$ cat config.mk
export PLATFORM = sky130hd
export DESIGN_NAME = audio_block_packer
export DESIGN_NICKNAME = d
export VERILOG_FILES = /design/src/rtl/aes_pkg.sv /design/src/rtl/block_pad_gen.sv /design/src/rtl/audio_block_packer.sv
export SDC_FILE = /design/constraint.sdc
export NUM_CORES = 1
export LEC_CHECK = 0
export BUFFER_PORTS_ARGS = -buffer_cell sky130_fd_sc_hd__buf_4
export CAP_MARGIN = 20
export CELL_PAD_IN_SITES_DETAIL_PLACEMENT = 1
export CELL_PAD_IN_SITES_GLOBAL_PLACEMENT = 2
export CORE_ASPECT_RATIO = 0.7
export CORE_MARGIN = 2
export CORE_UTILIZATION = 38
export DETAILED_ROUTE_END_ITERATION = 16
export PLACE_DENSITY_LB_ADDON = 0.1
export SYNTH_ARGS = -nofsm -noshare
export SYNTH_HDL_FRONTEND = slang
export SYNTH_SLANG_ARGS = --single-unit
$ cat constraint.sdc
create_clock -name clk -period 9.4 [get_ports clk]
set_clock_uncertainty 0.2 [all_clocks]
set_input_delay 2.35 -clock clk [delete_from_list [all_inputs] [get_ports clk]]
set_output_delay 2.35 -clock clk [all_outputs]
set_load 0.01 [all_outputs]
$ cat src/rtl/aes_pkg.sv
`default_nettype none
// ============================================================================
// Module      : aes_pkg
// Description : Shared widths, block type and packer state encoding for the
//               audio-to-AES plaintext path.
// Revision    : 1.0 - initial release
// ============================================================================
package aes_pkg;

  localparam int BLOCK_W         = 128;
  localparam int BYTE_W          = 8;
  localparam int BYTES_PER_BLOCK = 16;

  // Byte counter must reach 16 (a full block pending), hence 5 bits.
  localparam int CNT_W = 5;

  typedef logic [BLOCK_W-1:0] block_t;

  typedef enum logic [0:0] {
    FILL  = 1'b0,
    FLUSH = 1'b1
  } packer_state_e;

endpackage : aes_pkg
`default_nettype wire

$ cat src/rtl/block_pad_gen.sv
`default_nettype none
// ============================================================================
// Module      : block_pad_gen
// Description : Combinational padding of a partially filled block. Bytes at
//               index < cnt pass through; the rest become pad bytes.
//               PACKER_PKCS7_PAD_EN selects PKCS#7 padding (value 16-cnt);
//               otherwise pad bytes are 0x00.
// Revision    : 1.0 - initial release
// ============================================================================
module block_pad_gen
  import aes_pkg::*;
(
  input  block_t           fill_i,
  input  logic [CNT_W-1:0] cnt_i,
  output block_t           block_o
);

  logic [BYTE_W-1:0] pad_byte;

`ifdef PACKER_PKCS7_PAD_EN
  // With cnt=0 this yields 0x10, giving the full pad block.
  assign pad_byte = 8'(BYTES_PER_BLOCK) - {3'b000, cnt_i};
`else
  assign pad_byte = '0;
`endif

  // Byte 0 sits in the top byte lane, so lane i covers [127-8i -: 8].
  for (genvar i = 0; i < BYTES_PER_BLOCK; i++) begin : g_byte
    assign block_o[BLOCK_W-1-BYTE_W*i -: BYTE_W] =
      (cnt_i > CNT_W'(i)) ? fill_i[BLOCK_W-1-BYTE_W*i -: BYTE_W] : pad_byte;
  end

endmodule : block_pad_gen
`default_nettype wire

$ cat src/rtl/audio_block_packer.sv
`default_nettype none
// ============================================================================
// Module      : audio_block_packer
// Description : Packs a byte valid/ready stream into 128-bit blocks for the
//               AES core. A single output slot holds block/valid/last; a
//               flush pulse pads and emits the final partial block.
//               Build option PACKER_PKCS7_PAD_EN: PKCS#7 padding (always
//               ends the stream with a padded block); default is zero padding.
// Revision    : 1.0 - initial release
// ============================================================================
module audio_block_packer
  import aes_pkg::*;
(
  input  logic                clk,
  input  logic                rst,
  input  logic [BYTE_W-1:0]   byte_in,
  input  logic                byte_valid,
  output logic                byte_ready,
  input  logic                flush,
  output logic [BLOCK_W-1:0]  block_out,
  output logic                block_valid,
  input  logic                block_ready,
  output logic                block_last,
  output logic [15:0]         block_count
);

`ifdef PACKER_PKCS7_PAD_EN
  localparam bit PAD_PKCS7 = 1'b1;
`else
  localparam bit PAD_PKCS7 = 1'b0;
`endif

  packer_state_e    state_q;
  logic [CNT_W-1:0] cnt_q;
  block_t           fill_q;
  block_t           block_q;
  logic             valid_q;
  logic             last_q;
  logic [15:0]      count_q;

  logic             accept;
  logic             drain;
  logic             slot_free;
  logic             full_d;
  block_t           fill_d;
  logic [CNT_W-1:0] cnt_d;
  block_t           pad_blk;

  // A pending full block (cnt=16) or an active flush stalls the byte input.
  assign byte_ready = !rst && (state_q == FILL) && (cnt_q < CNT_W'(BYTES_PER_BLOCK));
  assign accept     = byte_valid && byte_ready;
  assign drain      = valid_q && block_ready;
  assign slot_free  = !valid_q || block_ready;
  assign full_d     = (cnt_d == CNT_W'(BYTES_PER_BLOCK));

  // Fill register and count as they stand once this cycle's byte is included.
  always_comb begin
    fill_d = fill_q;
    cnt_d  = cnt_q;
    if (accept) begin
      fill_d[BYTE_W*(BYTES_PER_BLOCK-1-int'(cnt_q[3:0])) +: BYTE_W] = byte_in;
      cnt_d = cnt_q + CNT_W'(1);
    end
  end

  // With cnt=16 the padder passes the data through untouched.
  block_pad_gen u_pad (
    .fill_i  (fill_d),
    .cnt_i   (cnt_d),
    .block_o (pad_blk)
  );

  // Packer FSM, output slot and transfer counter.
  always_ff @(posedge clk) begin
    if (rst) begin
      state_q <= FILL;
      cnt_q   <= '0;
      fill_q  <= '0;
      block_q <= '0;
      valid_q <= 1'b0;
      last_q  <= 1'b0;
      count_q <= '0;
    end else begin
      // Drain first; a load below overrides valid in the same cycle.
      if (drain) begin
        count_q <= count_q + 16'd1;
        valid_q <= 1'b0;
        last_q  <= 1'b0;
      end
      fill_q <= fill_d;
      cnt_q  <= cnt_d;

      if ((state_q == FLUSH) || flush) begin
        if (!PAD_PKCS7 && (cnt_d == '0)) begin
          // Zero padding has nothing to emit for an empty stream tail.
          state_q <= FILL;
        end else if (slot_free) begin
          block_q <= pad_blk;
          valid_q <= 1'b1;
          cnt_q   <= '0;
          if (PAD_PKCS7 && full_d) begin
            // Data block goes out first; cnt=0 then yields the pad block.
            last_q  <= 1'b0;
            state_q <= FLUSH;
          end else begin
            last_q  <= 1'b1;
            state_q <= FILL;
          end
        end else begin
          state_q <= FLUSH;
        end
      end else if (full_d && slot_free) begin
        block_q <= fill_d;
        valid_q <= 1'b1;
        last_q  <= 1'b0;
        cnt_q   <= '0;
      end
    end
  end

  assign block_out   = block_q;
  assign block_valid = valid_q;
  assign block_last  = last_q;
  assign block_count = count_q;

endmodule : audio_block_packer
`default_nettype wire

# After elaboration in Yosys (flattened, before gate mapping)
# Cells that the tools add are included.
[totals]
regBits = 280
in_bits = 13
elab_cells = 85
[op_classes]
n_lt_le_gt_ge = 17
shifts = 2
n_reduce_logical = 12
muxes = 39
n_bitwise = 1
eq_ne = 3
addsub = 4
[op_table]
columns = ["op", "n"]
rows = [
  ["128-bit two-way mux", 5],
  ["128-bit bitwise mux", 1],
  ["8-bit two-way mux", 16],
  ["8-bit by 33-bit variable shift with 128-bit output, first input constant", 1],
  ["8-bit by 33-bit variable part select with 128-bit output", 1],
  ["5-bit by 4-bit > comparator with 1-bit output, second input constant", 8],
  ["8-bit negation with 33-bit output", 1],
  ["5-bit two-way mux", 5],
  ["5-bit by 3-bit > comparator with 1-bit output, second input constant", 4],
  ["16-bit by 1-bit adder with 16-bit output, second input constant", 1],
  ["1-bit two-way mux", 12],
  ["5-bit by 1-bit > comparator with 1-bit output, second input constant", 2],
  ["5-bit by 2-bit > comparator with 1-bit output, second input constant", 2],
  ["5-bit by 1-bit adder with 5-bit output, second input constant", 1],
  ["5-bit == test, second input constant", 1],
  ["1-bit logical AND", 5],
  ["5-bit logical NOT", 1],
  ["5-bit < comparator, second input constant", 1],
  ["4-bit by 4-bit subtractor with 5-bit output, first input constant", 1],
  ["2-bit != test, second input constant", 2],
  ["3-bit AND reduction", 1],
  ["1-bit logical NOT", 2],
  ["1-bit logical OR", 2],
  ["2-bit nonzero test", 1],
  ["1-bit inverter", 1],
]

# Longest topological paths before layout
[depth]
word_depth = 10
depth_mapped = 12

# Hierarchy
# From an unflattened synthesis, not the netlist that was laid out.
[unflattened]
cells_unflattened = 1578
hier_area_um2 = 12912.4
[modules_own_cells]
columns = ["mod", "instances", "area_each_um2", "cells_each"]
rows = [
  ["audio_block_packer", 1, 11832.6, 1423],
  ["block_pad_gen", 1, 1079.8, 155],
]

# Worst setup path after synthesis
# Ideal clock, no wire load.
[synth_timing]
path_kind = "input port to output port"
from = "in rst"
to = "out byte_ready"
arrival_ps = 3331
setup_slack_ps = 3519
path_stages = 4
n_path_buf = 3
required_time_ps = 6850
path_cell_list = "clkbuf_1 > clkbuf_1 > buf_1 > nor3_1"
[synth_between]
elab_chain_cells = 3
[synth_lines]
columns = ["element", "line", "rtl"]
rows = [
  ["start: declaration", "audio_block_packer.sv:15", "input logic rst,"],
  ["1-bit logical NOT", "audio_block_packer.sv:50", "assign byte_ready = !rst && (state_q == FILL) && (cnt_q < CNT_W'(BYTES_PER_BLOCK));"],
  ["1-bit logical AND (2 in a row)", "audio_block_packer.sv:50", ""],
  ["end: declaration", "audio_block_packer.sv:18", "output logic byte_ready,"],
]
# Every way passes these cells.

# Worst setup path in the final report
# Ends and elaborated chain as after synthesis.

==> metrics.cfg <==
[clocking]
ctsHoldBuffers = 0
cts_tree = built
htree_num_levels = 1
ctsRootBufferMaster = clkbuf_16
clock-sinks = 280
clk_latency_ns = 0.56
postCtsSetupBuffers = 0
clkTransAtPathRegs_ns = 0.06
cts_resized = 0
clockBufferDepth = 3
numCtsBuffers = 29

[global_routing]
first_global_vias = 9477
grt_usage_pct = 23.38
overflow = 0
antenna_found_initial = 0
grt_first_pass_wirelength_mm = 56.88
grt_max_degree = 68

[logic_synthesis]
ys_seq_elements = 280
synth_cell_types = 73
ys.flop_type = dfxtp_1
synth.largest_area_cell = dfxtp_1
synthTopCellsByArea = dfxtp_1, o21ai_0, nand3_1
seq_area_frac_synth_pct = 50.11
synth_edf_count = 0
netlist_instances = 1153
ys_warn_count = 0
syn-cell-area_sq_um = 11190
syn-num-nets = 1171
synth_top_area_share_pct = 50.11
postSynth.asyncResetShare_pct = 0
avgSynthCellArea_sq_um = 9.701

[final_layout]
synthToLayoutAreaGrowth_pct = 22.76
layout.nets = 1285
seq_area_sq_um = 5605
final_cell_area_sq_um = 13730
n_fill_cell = 3278
antenna_cells = 0
multi_input_area_sq_um = 5142
drive_gt1_share_pct = 20.95

[power_and_ir_drop]
max-vdd-ir-drop_mv = 0.1170
power_density_nw_per_um2 = 198.2
leakagePower_nw = 5.481

[detailed_routing]
drt_iter0_markers = 573
drc = 0
totalWireLength_mm = 37.22
vias = 9552
antenna_left = 0
wire_per_inst_um = 22.33
via_per_inst = 5.730
drtPass1Iterations = 5

[sta]
fin_ws_ns = 3.611
slew_violations = 0
setup_viol = 0
rsz0062_at_grt = no
max_slew_margin_pct = 32.90
fin_tns_setup_ns = 0
fmax_ghz = 0.1727
tightest_slew_ns = 0.9991
finalCriticalPeriod_ns = 5.789
period_share_pct = 61.59
report.final.hold_viol_count = 0

[placed_design]
io_buffers = 159
dp_slack_ns = 3.183
gp_congestion = 0.8072
placed_cell_area_sq_um = 12570
hpwl_mm = 25.36

[floorplan]
ios = 160
die_w_um = 209.1
core_area_sq_um = 28950
start_util_pct = 38.63
die_y_um = 147.5
rows = 52
dieArea_sq_um = 30850

[worst_setup_path]
critPathCaptureType = output port
crit_type = primary input to output port
arrival_ns = 3.24
path_max_fanout = 48
cp.required_ns = 6.85
startpoint_type = primary input

[run_status]
outcome = finished, final reports clean

[min_path]
hp-class = register to register

[run]
cap_violations = 0

per-layer routing:
layer / track usage (%) / wire [um] / vias to the layer above
met5: 0 / 0 / -
met1: 34.85 / 18680 / 4750
met4: 4.500 / 590 / 0
li1: - / - / 4543
met3: 4.695 / 1834 / 41
met2: 34.98 / 16110 / 218
where the power goes:
part / switching (mW) / leakage [nW] / internal [mW]
Combinational: 0.121 / 2.67 / 0.0568
Sequential: 0.0112 / 2.26 / 1.20
Clock: 0.494 / 0.552 / 0.836
layout by cell type (no fill, tap or decap), drive strengths merged, types with 27 or more instances in the layout:
| master | instances |
|---|---|
| o211ai | 33 |
| mux2i | 37 |
| o21ai | 96 |
| nand4 | 28 |
| buf | 177 |
| a32o | 32 |
| clkbuf | 40 |
| nand2 | 64 |
| and3 | 27 |
| a21oi | 76 |
| nor2 | 49 |
| dfxtp | 280 |
| nand3 | 85 |
| a22o | 48 |
registers in the layout (all words and copies together), names as in the netlist:
signal       cells
block_count     16
block_last       1
block_out      128
block_valid      1
cnt_q            5
fill_q         128
state_q          1
worst paths after layout:
| path | startpoint | endpoint | cells after the start | slack (ns) |
|---|---|---|---|---|
| worst max-delay path | rst | byte_ready | 3 | 3.61 |
| worst min-delay path | block_out[7] | block_out[7] | 1 | 0.26 |
| worst max register to register | cnt_q[0] | block_out[15] | 8 | 4.90 |
| worst min register to register | block_out[7] | block_out[7] | 1 | 0.26 |
cell usage after synthesis (8+ instances only):
cell,instances
o22a_1,16
a21oi_1,75
a32o_1,32
o41ai_1,8
a22oi_1,8
and2_1,11
dfxtp_1,280
o2bb2ai_1,8
mux2i_1,37
nor3_1,16
and3_1,27
nand2_1,64
o21ai_0,90
nand3_1,84
o211ai_1,32
nor2b_1,14
or2_2,8
nand4_1,27
inv_1,9
a22o_1,48
nor2_1,48
buf_2,19
buf_4,11
a2bb2oi_1,24
clkbuf_1,57
kinds of logic after synthesis:
| kind of cell | Yosys count | synth area share (%) |
|---|---|---|
| xor+xnor | 14 | 1.230 |
| mux | 42 | 3.814 |
| compound gates | 371 | 23.65 |
| buf+inv | 103 | 4.172 |
| flops | 280 | 50.11 |
| fa+ha+maj | 5 | 0.5593 |
| simple gates | 338 | 16.47 |
per-stage QoR:
| stage | std cells | util [%] | hold WS (ns) | total power, mW |
|---|---|---|---|---|
| after detailed placement | 1610 | 43.40 | 0.2527 | 1.415 |
| final | 1667 | 47.43 | 0.2625 | 2.721 |
| after floorplan | 1153 | - | 0.2362 | 1.343 |
| after global placement | 1609 | 43.38 | 0.2528 | 1.412 |
| after global routing | 1667 | 47.43 | 0.2886 | 2.815 |
| after CTS | 1663 | 47.27 | 0.2700 | 2.750 |
worst max-delay path, stage by stage:
cell and delay [ns]:
buf_4 0.29, nor3_1 0.39, buf_4 0.19
area by class of cell:
type	instances	share of cell area (%)
sequential	280	40.82
multi-input combinational	770	37.45
timing repair buffer	177	9.886
clock buffer	40	6.314
tap	378	3.444
clock inverter	13	1.841
inverter	9	0.2460
Note: power is estimated with default switching activity, not from simulation.
